## src/rtl/l2_sched_pkg.sv

```systemverilog
// Shared types for the L2 request scheduler: FSM states, owner and op encodings.
package l2_sched_pkg;

    typedef enum logic [1:0] {IDLE, BUSY, RESP} state_t;
    typedef enum logic {OWN_I, OWN_D} owner_t;
    typedef enum logic {OP_READ, OP_WRITE} op_t;

    // A dcache request with both strobes set carries dirty data, so it is a write.
    function automatic op_t d_op(input logic wr);
        return wr ? OP_WRITE : OP_READ;
    endfunction

endpackage

```

## src/rtl/l2_sched_perf.sv

```systemverilog
// Grant and conflict counters for the L2 request scheduler (wrap at 2^32, clear beats increment).
module l2_sched_perf (
    input  logic        clk,
    input  logic        rst_n,
    input  logic        clear,
    input  logic        inc_i,
    input  logic        inc_d,
    input  logic        inc_conflict,
    output logic [31:0] i_grants,
    output logic [31:0] d_grants,
    output logic [31:0] conflicts
);

    always_ff @(posedge clk) begin
        if (!rst_n || clear) begin
            i_grants  <= '0;
            d_grants  <= '0;
            conflicts <= '0;
        end else begin
            if (inc_i)        i_grants  <= i_grants + 32'd1;
            if (inc_d)        d_grants  <= d_grants + 32'd1;
            if (inc_conflict) conflicts <= conflicts + 32'd1;
        end
    end

endmodule

```

## src/rtl/l2_request_scheduler.sv

```systemverilog
// Round-robin arbiter sharing one L2 port between icache and dcache misses.
// Optional counters are enabled with the L2_SCHED_PERF_EN macro.
module l2_request_scheduler
    import l2_sched_pkg::*;
#(
    parameter int s_line = 256,
    parameter int s_addr = 32
) (
    input  logic              clk,
    input  logic              rst_n,
    input  logic              i_read,
    input  logic [s_addr-1:0] i_address,
    output logic              i_resp,
    output logic [s_line-1:0] i_rdata,
    input  logic              d_read,
    input  logic              d_write,
    input  logic [s_addr-1:0] d_address,
    input  logic [s_line-1:0] d_wdata,
    output logic              d_resp,
    output logic [s_line-1:0] d_rdata,
    output logic              l2_read,
    output logic              l2_write,
    output logic [s_addr-1:0] l2_address,
    output logic [s_line-1:0] l2_wdata,
    input  logic              l2_resp,
    input  logic [s_line-1:0] l2_rdata
`ifdef L2_SCHED_PERF_EN
    ,
    input  logic              perf_clear,
    output logic [31:0]       perf_i_grants,
    output logic [31:0]       perf_d_grants,
    output logic [31:0]       perf_conflicts
`endif
);

    state_t            state, state_nxt;
    owner_t            last, cmd_owner;
    op_t               cmd_op;
    logic [s_addr-1:0] cmd_addr;
    logic [s_line-1:0] cmd_wdata, line_buf;
    logic              i_req, d_req, grant_i, grant_d;

    always_comb begin
        i_req   = i_read;
        d_req   = d_read | d_write;
        grant_i = (state == IDLE) && i_req && (!d_req || last == OWN_D);
        grant_d = (state == IDLE) && d_req && !grant_i;
    end

    always_comb begin
        state_nxt  = state;
        l2_read    = 1'b0;
        l2_write   = 1'b0;
        l2_address = '0;
        l2_wdata   = '0;
        i_resp     = 1'b0;
        d_resp     = 1'b0;
        case (state)
            IDLE: if (grant_i || grant_d) state_nxt = BUSY;
            BUSY: begin
                l2_read    = (cmd_op == OP_READ);
                l2_write   = (cmd_op == OP_WRITE);
                l2_address = cmd_addr;
                l2_wdata   = cmd_wdata;
                if (l2_resp) state_nxt = RESP;
            end
            RESP: begin
                i_resp    = (cmd_owner == OWN_I);
                d_resp    = (cmd_owner == OWN_D);
                state_nxt = IDLE;
            end
            default: state_nxt = IDLE;
        endcase
    end

    assign i_rdata = line_buf;
    assign d_rdata = line_buf;

    always_ff @(posedge clk) begin
        if (!rst_n) begin
            state     <= IDLE;
            last      <= OWN_D;
            cmd_owner <= OWN_I;
            cmd_op    <= OP_READ;
            cmd_addr  <= '0;
            cmd_wdata <= '0;
            line_buf  <= '0;
        end else begin
            state <= state_nxt;
            if (grant_i || grant_d) begin
                last      <= grant_d ? OWN_D : OWN_I;
                cmd_owner <= grant_d ? OWN_D : OWN_I;
                cmd_op    <= grant_d ? d_op(d_write) : OP_READ;
                cmd_addr  <= grant_d ? d_address : i_address;
                cmd_wdata <= grant_d ? d_wdata : '0;
            end
            if (state == BUSY && l2_resp) line_buf <= l2_rdata;
        end
    end

`ifdef L2_SCHED_PERF_EN
    l2_sched_perf u_perf (
        .clk          (clk),
        .rst_n        (rst_n),
        .clear        (perf_clear),
        .inc_i        (grant_i),
        .inc_d        (grant_d),
        .inc_conflict ((state == IDLE) && i_req && d_req),
        .i_grants     (perf_i_grants),
        .d_grants     (perf_d_grants),
        .conflicts    (perf_conflicts)
    );
`endif

endmodule
```

## config.mk

```make
export PLATFORM = sky130hd
export DESIGN_NAME = l2_request_scheduler
export DESIGN_NICKNAME = d
export VERILOG_FILES = /design/src/rtl/l2_sched_pkg.sv /design/src/rtl/l2_sched_perf.sv /design/src/rtl/l2_request_scheduler.sv
export SDC_FILE = /design/constraint.sdc
export NUM_CORES = 1
export LEC_CHECK = 0
export ABC_AREA = 1
export CORE_AREA = 2 2 541 543
export CTS_CLUSTER_SIZE = 24
export DETAILED_ROUTE_END_ITERATION = 16
export DIE_AREA = 0 0 543 545
export SLEW_MARGIN = 30
export SYNTH_ARGS = -nofsm -noshare
export SYNTH_HDL_FRONTEND = slang
export SYNTH_SLANG_ARGS = --single-unit
```

## constraint.sdc

```tcl
create_clock -name clk -period 4.25 [get_ports clk]
set_clock_uncertainty 0.15 [all_clocks]
set_input_delay 1.275 -clock clk [delete_from_list [all_inputs] [get_ports clk]]
set_output_delay 1.275 -clock clk [all_outputs]
set_load 0.1 [all_outputs]
```

# --- Word level (Yosys, flattened, before mapping) ---
# Cells that the tools add are included.
# Widths: inputs -> output; s select.
classes:
  eq_ne: 4
  muxes: 14
  n_bitwise: 3
  n_reduce_logical: 11
ops:
  columns: ["operator", "n"]
  rows:
  - ["$mux 256", 2]
  - ["$mux 32", 2]
  - ["$mux 1", 7]
  - ["$logic_and 1x1->1", 5]
  - ["$mux 2", 2]
  - ["$pmux 2 s2", 1]
  - ["$eq 2x1->1 const B", 1]
  - ["$eq 2x2->1 const B", 1]
  - ["$logic_not 1->1", 2]
  - ["$logic_not 2->1", 1]
  - ["$logic_or 1x1->1", 2]
  - ["$ne 2x1->1 const B", 1]
  - ["$ne 2x2->1 const B", 1]
  - ["$not 1->1", 2]
  - ["$reduce_and 2->1", 1]
  - ["$or 1x1->1", 1]
totals:
  ff_bits: 549
  in_bits: 582
  elab_cells: 39

# --- Depth between registers and ports, before layout ---
logic_depth:
  ltp_word: 9
  ltp_mapped: 9

# --- Worst setup path before layout ---
# Ideal clock, no wire load.
synth_timing:
  path_type: "reg2out"
  startpoint: "register state[0]"
  endpoint: "output port d_resp"
  arrival_time_ns: 2.411
  required_ns: 2.825
  slack_ns: 0.414
  stages_incl_launch_ff: 2
  cell_sequence: "dfxtp_1 > nor3_1"
synth_via:
  elab_chain_len: 2
synth_rtl:
  columns: ["element", "line_no", "source"]
  rows:
  - ["from (decl)", "l2_request_scheduler.sv:36", "state_t state, state_nxt;"]
  - ["from (signal assigned)", "l2_request_scheduler.sv:89", "state <= state_nxt;"]
  - ["$eq 2x2->1", "l2_request_scheduler.sv:58", "case (state)"]
  - ["$mux 1", "l2_request_scheduler.sv:58", null]
  - ["to (decl)", "l2_request_scheduler.sv:19", "output logic d_resp,"]
# Every way passes these cells.

# --- Final worst setup path ---
layout_timing:
  startpoint: "register state[0]"
  endpoint: "output port l2_wdata[182]"
layout_via:
  elab_chain_len: 2
layout_rtl:
  columns: ["element", "line_no", "source"]
  rows:
  - ["$eq 2x1->1", "l2_request_scheduler.sv:58", null]
  - ["$mux 256", "l2_request_scheduler.sv:58", null]
  - ["to (decl)", "l2_request_scheduler.sv:24", "output logic [s_line-1:0] l2_wdata,"]
# Every way passes these cells.

==> flow_metrics.tcl <==
set metrics [dict create \
    setup_viol 0 \
    finish.instance_area_sq_um 44140 \
    slowest_stage "dfxtp_1" \
    dr_total_vias 27890 \
    avgSynthCellArea_sq_um 7.255 \
    fin_nets 4982 \
    criticalPathCategory "register to output pin" \
    floorplan.rows 198 \
    yosys.area_share.adder_pct 0 \
    syn-cell-area_sq_um 24590 \
    stdcell_count 8402 \
    slowest_delay_ns 0.52 \
    grtUsageTotal_pct 16.17 \
    leakagePower_nw 16.35 \
    endpoint_kind "output pin" \
    setup_ws_ns 0.1140 \
    dieArea_sq_um 295900 \
    fmax_ghz 0.2418 \
    core_area_sq_um 290100 \
    drc_errors 0 \
    worstMarginPinSlew_ns 1.016 \
    postPlaceCellArea_sq_um 41250 \
    ys_top_cells_by_area "dfxtp_1 (45%), nand3_1 (11%), a21oi_1 (11%)" \
    dp_cells 8217 \
    rsz0062_at_grt "no" \
    grt_antenna_before_repair 140 \
    arrival_ns 2.71 \
    cts.clk_slew.worst_paths_ns 0.06 \
    yosysTopAreaCell "dfxtp_1" \
    finalPower_mw 21.13 \
    numCtsBuffers 81 \
    viasPerCell 3.320 \
    cts_tree "built" \
    place.gp.congestion 1.078 \
    hp-class "register to register" \
    slew_viol_final 0 \
    ir_worst_vdd_mv 0.2846 \
    critPathRequiredTime_ns 2.82 \
    ys_types 19 \
    status "finished, final reports clean" \
    hold_viol 0 \
    cp_max_fo 109 \
    synth_compound_area_share_pct 17.03 \
    powerDensity_nw_per_um2 478.7 \
    wl_per_cell_um 29.90 \
    ant_nets 0 \
    ys_ff_latch 549 \
    io_buffers 1385 \
    synth_nets 3971 \
    clock_latency_ns 0.77 \
    drive_gt1_share_pct 21.40 \
    seq_area_frac_synth_pct 44.70 \
    die_h_um 545 \
    yosysWarnings 0 \
    synthMuxAreaShare_pct 0 \
    synthSimpleGateAreaFrac_pct 16.81 \
    max_cap_violations 0 \
    cts-root-buf "clkbuf_16" \
    numClockSinks 549 \
    finalCriticalPeriod_ns 4.136 \
    grt_max_degree 113 \
    tns_ns 0 \
    path_delay_family "simple AND/OR/NAND/NOR gates" \
    syn_to_final_growth_pct 79.51 \
    netlist_instances 3389 \
    wl_mm 251.3 \
    synth-xor-area-share_pct 0 \
    crit_buf_inv 2 \
    dp_hpwl_mm 217.3 \
    io_pins 1386 \
    drt_first_pass_iters 5 \
    clock_path_buffers 4 \
    path_cells "nand2_4 > buf_12 > nor2_1 > buf_4" \
    initial_core_util_pct 8.475 \
    mostFrequentLayoutCells "clkdlybuf4s50_1 (661), buf_4 (584), inv_1 (551), dfxtp_1 (549)" \
    overflow 0 \
    cts_max_level 3 \
    worstSetupStartpointType "register" \
    die_x_um 543 \
    final_common_cell "clkdlybuf4s50_1" \
    synth_top_family_by_area "buffers and inverters" \
    preCtsSetupSlack_ns 0.4165 \
    first_global_vias 25590 \
    timing.final.crit_share_pct 97.32 \
    grt_pass1_wl_mm 304.8 \
    synth_top_area_share_pct 44.70 \
    relSlewSlack_pct 32.08 \
    drt_iter0_markers 2457 \
]
## final cells by class
class | instances | area [sq um]
diodes | 44 | 110.1
clock buffers | 104 | 2223
clock inverters | 37 | 516.7
fillers | 33260 | 246000
inverters | 555 | 2098
multi-input cells | 1751 | 8398
flip-flops and latches | 549 | 10990
well taps | 3900 | 4880
repair buffers | 1462 | 14920
## cells in the mapped netlist
| cell type | number |
|---|---|
| buf_1 | 7 |
| o21ai_1 | 3 |
| o21ai_0 | 286 |
| clkinv_1 | 1 |
| nand3_2 | 1 |
| clkbuf_1 | 153 |
| inv_1 | 551 |
| buf_4 | 261 |
| buf_2 | 102 |
| a21oi_1 | 546 |
| nand2_1 | 70 |
| o211ai_1 | 1 |
| inv_2 | 3 |
| nor3_1 | 2 |
| dfxtp_1 | 549 |
| buf_6 | 11 |
| nand2_2 | 2 |
| nand3_1 | 547 |
| nor2_1 | 293 |
## flip-flops by register name (all words and copies together), names as in the netlist
signal,cells
state,2
cmd_wdata,256
cmd_op,1
last,1
cmd_addr,32
d_rdata,256
cmd_owner,1
## path summary, 6_finish.rpt
kind	to	slack, ns	from	cells past startpoint
max	l2_wdata[182]	0.11	state[0]	4
min	d_rdata[139]	0.31	d_rdata[139]	2
max reg2reg	d_rdata[249]	1.85	state[0]	5
min reg2reg	d_rdata[139]	0.31	d_rdata[139]	2
## worst reg2reg max path: stages (launching register included)
cell and delay [ns]:
dfxtp_1 0.52, nand3_4 0.56, buf_12 0.43, buf_4 0.35, o21ai_0 0.21, a21oi_1 0.06
## layer usage
| metal | global-route usage (%) | part of all wire, % | vias to the layer above |
|---|---|---|---|
| li1 | - | - | 12670 |
| met1 | 18.91 | 40 | 13310 |
| met2 | 24.79 | 43 | 1558 |
| met3 | 8.456 | 13 | 340 |
| met4 | 6.237 | 4.0 | 20 |
| met5 | 0 | 0.050 | - |
## cells by family after synthesis
kind of cell / Yosys count
AO/OA/AOI/OAI: 836
flip-flops: 549
AND/OR/NAND/NOR: 915
buffers and inverters: 1089
## repair_timing
action                                  4_1_cts  5_1_grt
resized for setup                            14        1
endpoints found under the setup margin       13        1
buffers inserted                              0        0
hold buffers                                  0        0
## power by group
group          leakage [nW]  total [mW]  internal (mW)  switching [mW]
clock                  1.35        7.28           4.37            2.91
sequential             4.50        6.02           5.59           0.434
combinational          10.5        7.83           1.78            6.05
total                  16.3        21.1           11.7            9.39
## through the flow
| step | utilization (%) | hold WS, ns |
|---|---|---|
| floorplan | - | 0.2930 |
| finish | 15.21 | 0.3136 |
| global route | 15.20 | 0.3305 |
| CTS | 15.18 | 0.3167 |
| detailed placement | 14.22 | 0.3059 |
| global placement | 14.22 | 0.2961 |
(Power assumes the default switching activity.)
